`src/rtl/bin2bcd_pkg.sv`:
```
// Shared constants and helpers for the sequential binary-to-BCD converter.
// Holds the state encoding, the BCD digit width and the digit-count check used at elaboration.
package bin2bcd_pkg;

  localparam int BCD_W = 4;

  localparam logic [1:0] S_IDLE  = 2'd0;
  localparam logic [1:0] S_SHIFT = 2'd1;
  localparam logic [1:0] S_DONE  = 2'd2;

  typedef enum logic [1:0] {
    ST_IDLE  = S_IDLE,
    ST_SHIFT = S_SHIFT,
    ST_DONE  = S_DONE
  } state_t;

  // Number of decimal digits needed to hold the largest width-bit unsigned value.
  function automatic int min_digits(input int width);
    int v;
    int d;
    v = (1 << width) - 1;
    d = 1;
    while (v >= 10) begin
      v = v / 10;
      d = d + 1;
    end
    return d;
  endfunction

endpackage

```
`src/rtl/bin2bcd_seq_ctrl_add3.sv`:
```
// Double-dabble correction cell: adds 3 to a BCD digit of 5 or more before it is doubled.
// Inputs 10..15 cannot occur in a valid conversion, so their mapping is irrelevant.
module bcd_add3_cell
  import bin2bcd_pkg::*;
(
  input  logic [BCD_W-1:0] d,
  output logic [BCD_W-1:0] q
);

  assign q = (d >= 4'd5) ? d + 4'd3 : d;

endmodule

```
`src/rtl/bin2bcd_seq_ctrl.sv`:
```
// Sequential binary-to-BCD converter: one operand bit per clock through a shared bank of add-3 cells.
// Produces packed BCD digits plus a leading-zero blank mask for the display drivers.
module bin2bcd_seq_ctrl
  import bin2bcd_pkg::*;
#(
  parameter int WIDTH  = 8,
  parameter int DIGITS = 3
) (
  input  logic                    clk,
  input  logic                    rst_n,
  input  logic                    start,
  input  logic [WIDTH-1:0]        bin_in,
  output logic                    ready,
  output logic                    busy,
  output logic                    done,
  output logic [BCD_W*DIGITS-1:0] bcd_out,
  output logic [DIGITS-1:0]       blank
);

  localparam int SCR_W = BCD_W * DIGITS;
  localparam int CNT_W = $clog2(WIDTH);
  localparam logic [DIGITS-1:0] BLANK_RST = {{(DIGITS-1){1'b1}}, 1'b0};
  localparam logic [CNT_W-1:0]  CNT_LAST  = CNT_W'(WIDTH - 1);

  if ((WIDTH < 4) || (WIDTH > 16)) begin : g_width_chk
    $fatal(1, "bin2bcd_seq_ctrl: WIDTH must lie in 4..16");
  end
  if (DIGITS < min_digits(WIDTH)) begin : g_digits_chk
    $fatal(1, "bin2bcd_seq_ctrl: DIGITS too small for WIDTH");
  end

  state_t             state;
  logic [WIDTH-1:0]   bin_reg;
  logic [SCR_W-1:0]   scratch;
  logic [SCR_W-1:0]   scr_corr;
  logic [SCR_W-1:0]   scr_next;
  logic [CNT_W-1:0]   cnt;

  for (genvar g = 0; g < DIGITS; g++) begin : g_cell
    bcd_add3_cell u_cell (
      .d (scratch[g*BCD_W +: BCD_W]),
      .q (scr_corr[g*BCD_W +: BCD_W])
    );
  end

  // Corrected scratch and operand shift left as one register; operand MSB feeds scratch bit 0.
  assign scr_next = {scr_corr[SCR_W-2:0], bin_reg[WIDTH-1]};

  function automatic logic [DIGITS-1:0] blank_mask(input logic [SCR_W-1:0] s);
    logic [DIGITS-1:0] m;
    logic              hi_zero;
    m       = '0;
    hi_zero = 1'b1;
    for (int i = DIGITS - 1; i >= 1; i--) begin
      hi_zero = hi_zero & (s[i*BCD_W +: BCD_W] == 4'd0);
      m[i]    = hi_zero;
    end
    return m;
  endfunction

  always_ff @(posedge clk or negedge rst_n) begin
    if (!rst_n) begin
      state   <= ST_IDLE;
      ready   <= 1'b1;
      busy    <= 1'b0;
      done    <= 1'b0;
      bcd_out <= '0;
      blank   <= BLANK_RST;
      bin_reg <= '0;
      scratch <= '0;
      cnt     <= '0;
    end else begin
      case (state)
        ST_IDLE: begin
          done <= 1'b0;
          if (start) begin
            bin_reg <= bin_in;
            scratch <= '0;
            cnt     <= '0;
            ready   <= 1'b0;
            busy    <= 1'b1;
            state   <= ST_SHIFT;
          end
        end
        ST_SHIFT: begin
          scratch <= scr_next;
          bin_reg <= {bin_reg[WIDTH-2:0], 1'b0};
          if (cnt == CNT_LAST) begin
            bcd_out <= scr_next;
            blank   <= blank_mask(scr_next);
            done    <= 1'b1;
            state   <= ST_DONE;
          end else begin
            cnt <= cnt + CNT_W'(1);
          end
        end
        ST_DONE: begin
          done  <= 1'b0;
          busy  <= 1'b0;
          ready <= 1'b1;
          state <= ST_IDLE;
        end
        default: begin
          done  <= 1'b0;
          busy  <= 1'b0;
          ready <= 1'b1;
          state <= ST_IDLE;
        end
      endcase
    end
  end

endmodule

```
`config.mk`:
```
export PLATFORM = sky130hd
export DESIGN_NAME = bin2bcd_seq_ctrl
export DESIGN_NICKNAME = d
export VERILOG_FILES = /design/src/rtl/bin2bcd_pkg.sv /design/src/rtl/bin2bcd_seq_ctrl_add3.sv /design/src/rtl/bin2bcd_seq_ctrl.sv
export SDC_FILE = /design/constraint.sdc
export NUM_CORES = 1
export LEC_CHECK = 0
export ABC_CLOCK_PERIOD_IN_PS = 3700
export CORE_MARGIN = 10
export CORE_UTILIZATION = 45
export CTS_BUF_LIST = sky130_fd_sc_hd__clkbuf_8
export DETAILED_ROUTE_END_ITERATION = 6
export GPL_ROUTABILITY_DRIVEN = 0
export GPL_TIMING_DRIVEN = 0
export HOLD_SLACK_MARGIN = 0.12
export PLACE_DENSITY = 0.77
export SLEW_MARGIN = 15
export SYNTH_ARGS = -nofsm -noshare
export SYNTH_HDL_FRONTEND = slang
export SYNTH_SLANG_ARGS = --single-unit
```
`constraint.sdc`:
```
create_clock -name clk -period 3.7 [get_ports clk]
set_input_delay 0.925 -clock clk [delete_from_list [all_inputs] [get_ports clk]]
set_output_delay 0.925 -clock clk [all_outputs]
set_load 0.05 [all_outputs]
```
==> flow_summary.rst, run 1 <==
.. list-table::
   :header-rows: 1

   * - Metric
     - Value
   * - Via count of the first global-routing pass
     - between 1500 and 2000
   * - Clock H-tree levels
     - 2
   * - Cell type contributing the most total cell area after synthesis
     - sky130_fd_sc_hd__dfrtp_1
   * - GRT Total Usage
     - 11.54%
   * - Synthesized Nets
     - between 200 and 250
   * - Sink Count
     - 42
   * - Synthesized netlist cell count
     - 202
   * - Pre-CTS WS
     - 1.245 ns
   * - Total congestion overflow
     - 0
   * - Cells traversed along the worst timing path
     - clkdlybuf4s50_1
   * - Synth Flop Type
     - sky130_fd_sc_hd__dfrtp_1
   * - Drt first-iter violations
     - 74
   * - Resized cells post-CTS
     - 0
   * - Clock network latency to the later pin of the worst-skew pair
     - between 0.2 and 0.3 ns
   * - GR Layer Usage met3
     - 3.752%
   * - Hold Crit Class
     - reg -> reg
   * - Synth top cells by count
     - 39 x sky130_fd_sc_hd__dfrtp_1, 36 x sky130_fd_sc_hd__nand2_1, 22 x sky130_fd_sc_hd__o21ai_0, 14 x sky130_fd_sc_hd__o21ai_1, 13 x sky130_fd_sc_hd__inv_1
   * - Delay of the slowest cell on the worst path
     - 0.79 ns
   * - Minimum period implied by the final worst setup slack
     - 2.549 ns
   * - # Post-CTS Setup Buffers
     - 0
   * - Cell type of the slowest stage on the worst timing path
     - sky130_fd_sc_hd__clkdlybuf4s50_1
   * - Busiest grt layer
     - met2
   * - Critical path depth in cells
     - 1
   * - Max cap viols
     - 0
   * - Post-route antenna net violation count
     - 0
   * - Number of enable flip-flop cells after synthesis
     - 0
   * - Part of the Yosys area used for sequential elements
     - 52.52%
   * - Ys async rst share
     - 100.0%
   * - Final setup violation count
     - 0
   * - Die Footprint
     - around 7500 um2
   * - Grt met2 use
     - 18.65%
   * - Initial cell density of the core
     - 46.44%
   * - Cells taking the most area after synthesis
     - sky130_fd_sc_hd__dfrtp_1 49%, sky130_fd_sc_hd__nand2_1 6.7%, sky130_fd_sc_hd__o21ai_0 5.5%
   * - Setup repair after global routing missed its margin
     - no
   * - Synth warn
     - 0
   * - Inserted Diodes
     - 0
   * - Initial antenna violation count
     - 0
   * - Area used by multi-input combinational logic
     - 862.1 um2
   * - CP Data Required Time
     - 2.77 ns
   * - Synthesized area per cell
     - 9.941 um2
   * - WP buf/inv
     - 1
   * - # nets final
     - about 260
   * - Sequential cell area in the final layout
     - roughly 1100 um2
   * - Hold slack
     - 0.4868 ns
   * - Height of the die
     - 86.80 um
   * - Startpoint of the most critical setup path
     - blank[1]
   * - Width of the chip
     - 86.80 um
   * - Nature of the critical path endpoint
     - output pin
   * - Total count of max-transition violations in the final report
     - 0
   * - Worst-case reg-to-reg path depth
     - 6
   * - Via count
     - 1477
   * - Hold_sp
     - bcd_out[1]
   * - Crit start category
     - flop
   * - Status
     - complete, no violations
   * - Clock Path Buffers
     - 2
   * - Total of hold buffers inserted after clock tree synthesis
     - 0
   * - Total CTS buffers
     - 5
   * - Total power density per cell area
     - 944.9 nW/um2
   * - Share of the synthesized area in the top cell type
     - 48.60%
   * - Number of distinct library cells after synthesis
     - 30
   * - DRT Pass-1 Iters
     - 4
   * - Proportion of layout cells with a drive suffix above 1
     - 11.34%
   * - Mapped cell area
     - roughly 2000 um2
   * - CTS tree
     - built
   * - CTS root buffer
     - sky130_fd_sc_hd__clkbuf_8
   * - Number of cells on the worst hold path
     - 2
   * - Number of filler instances in the final layout
     - 410
   * - Number of remaining DRC errors
     - 0
   * - Total detailed-routing wirelength
     - 3955 um
   * - Top delay family on crit path
     - buffers and inverters
   * - Category of the critical setup timing path
     - reg -> out
   * - Final Non-Filler Cells
     - 290
   * - First-pass GRT wire length
     - 7038 um
   * - Slew margin rel.
     - 62.95%
   * - Post-route clock period utilization
     - 68.88%
   * - Hold Vio Cnt, Final
     - 0
   * - Detailed-placement wirelength estimate
     - ~3000 um
   * - Met1 Usage GRT
     - 13.84%
   * - Area delta synth->final
     - 22.87%
   * - Post-route worst setup slack
     - 1.151 ns
   * - Final routed wire length divided by cell count
     - approximately 14 um
   * - Transition time at the pin with the least slew margin
     - between 0.5 and 0.6 ns
   * - Row cnt
     - 24
   * - Arr. time, crit path
     - 1.62 ns
   * - Final cell area excluding filler cells
     - 2467 um2
   * - Worst IR Drop VDD
     - 0.4955 mV
   * - Most frequently used cell type in the post-synthesis netlist
     - sky130_fd_sc_hd__dfrtp_1
   * - Number of input and output port buffers inserted
     - 27
   * - Post-Place Cell Area
     - 2359 um2
   * - Fin Setup TNS
     - 0 ns
   * - #FFs+latches synth
     - 42
   * - Worst Clk Skew
     - 0.008711 ns
   * - Leakage power of the design
     - 1.138 nW
   * - Clock transition time at the flip-flop clock pins of the worst setup and hold paths
     - 0.08 ns
   * - CP max FO
     - 2
   * - Core Region
     - roughly 4300 um2
   * - Origin of the critical flop-to-flop path
     - scratch[4]
   * - Largest net degree at the start of global routing
     - 27
   * - Number of top-level pins
     - 29
   * - Number of vias per cell after detailed routing
     - 5.093
   * - Timing-limited maximum frequency
     - 392.4 MHz
   * - Number of placed instances, taps included
     - 282
path summary, 6_finish.rpt:
path | to | slack (ns)
setup / recovery | blank[1] | 1.15
hold / removal | bcd_out[1] | 0.49
setup reg to reg | blank[1] | 2.01
hold reg to reg | bcd_out[1] | 0.49
max in group asynchronous | blank[2] | 2.60
min in group asynchronous | cnt[1] | 0.55
power breakdown:
group          internal, W  switching, W  total, W
sequential        0.000662      0.000142  0.000804
combinational     0.000450      0.000722   0.00117
clock             0.000199      0.000157  0.000355
total              0.00131       0.00102   0.00233
cells by family (layout without fill, tap and decap cells):
logic type	Yosys count	count (layout)	synth area share (%)
compound gates	52	52	15.20
xor+xnor	3	3	1.309
fa+ha+maj	8	8	4.985
buf+inv	21	57	4.548
flops	42	42	52.52
mux	13	13	6.667
other cells	1	1	0.1867
simple gates	62	62	14.58
layout by cell type (no fill, tap or decap), types with 2 or more instances in the layout:
cell type	n
sky130_fd_sc_hd__ha_1	8
sky130_fd_sc_hd__clkdlybuf4s50_1	26
sky130_fd_sc_hd__and2_1	2
sky130_fd_sc_hd__mux2i_1	10
sky130_fd_sc_hd__nor3_1	3
sky130_fd_sc_hd__a22o_1	2
sky130_fd_sc_hd__nand2_1	36
sky130_fd_sc_hd__nand2b_1	5
sky130_fd_sc_hd__nor3b_1	3
sky130_fd_sc_hd__a2bb2oi_1	2
sky130_fd_sc_hd__clkbuf_1	2
sky130_fd_sc_hd__buf_4	2
sky130_fd_sc_hd__nor2_1	9
sky130_fd_sc_hd__inv_1	13
sky130_fd_sc_hd__a21oi_2	3
sky130_fd_sc_hd__xnor2_1	3
sky130_fd_sc_hd__clkbuf_8	5
sky130_fd_sc_hd__clkinv_2	2
sky130_fd_sc_hd__o21ai_1	14
sky130_fd_sc_hd__o21ai_0	22
sky130_fd_sc_hd__mux2_2	3
sky130_fd_sc_hd__dfrtp_1	39
sky130_fd_sc_hd__a21o_1	2
sky130_fd_sc_hd__buf_2	5
sky130_fd_sc_hd__dfstp_2	3
sky130_fd_sc_hd__a21oi_1	5
metal layers:
layer  up-vias  wire length, um
met3         6              183
met5         -                0
li1        748                -
met1       699             1813
met2        24             1894
met4         0               65
per-stage QoR:
step	util [%]	power [W]
after floorplan	-	0.001648
after global placement	54.20	0.001958
after detailed placement	54.54	0.002003
after CTS	57.06	0.002364
after global routing	57.06	0.002520
final	57.06	0.002331
final cells by class:
type	count	area share, %
clock buffers	5	2.789
repair buffers	28	11.56
clock inverters	3	1.623
flip-flops and latches	42	42.75
inverters	13	1.978
multi-input cells	139	34.94
plain buffers	8	1.724
well taps	52	2.637
No activity file was read; power rests on OpenSTA's default activity.
==> run 2: changes to the inputs <==
--- a/config.mk
+++ b/config.mk
@@ -5,7 +5,7 @@
 export SDC_FILE = /design/constraint.sdc
 export NUM_CORES = 1
 export LEC_CHECK = 0
-export ABC_CLOCK_PERIOD_IN_PS = 3700
+export ABC_CLOCK_PERIOD_IN_PS = 2700
 export CORE_MARGIN = 10
 export CORE_UTILIZATION = 45
 export CTS_BUF_LIST = sky130_fd_sc_hd__clkbuf_8
==> constraint.sdc (replaced) <==
create_clock -name clk -period 2.7 [get_ports clk]
set_input_delay 0.675 -clock clk [delete_from_list [all_inputs] [get_ports clk]]
set_output_delay 0.675 -clock clk [all_outputs]
set_load 0.05 [all_outputs]
==> results of run 2 <==
The final DEF is identical to that of run 1. Status: complete, no violations.
Main changes from that run: setup slack after placement 1.245 ns -> 0.4947 ns; setup slack after layout 1.151 ns -> 0.4014 ns; hold slack 0.4868 ns -> 0.3027 ns; register-to-register setup slack 2.01 ns -> 1.01 ns; total power 0.002331 W -> 0.003195 W; worst IR drop on VDD 0.4955 mV -> 0.6790 mV
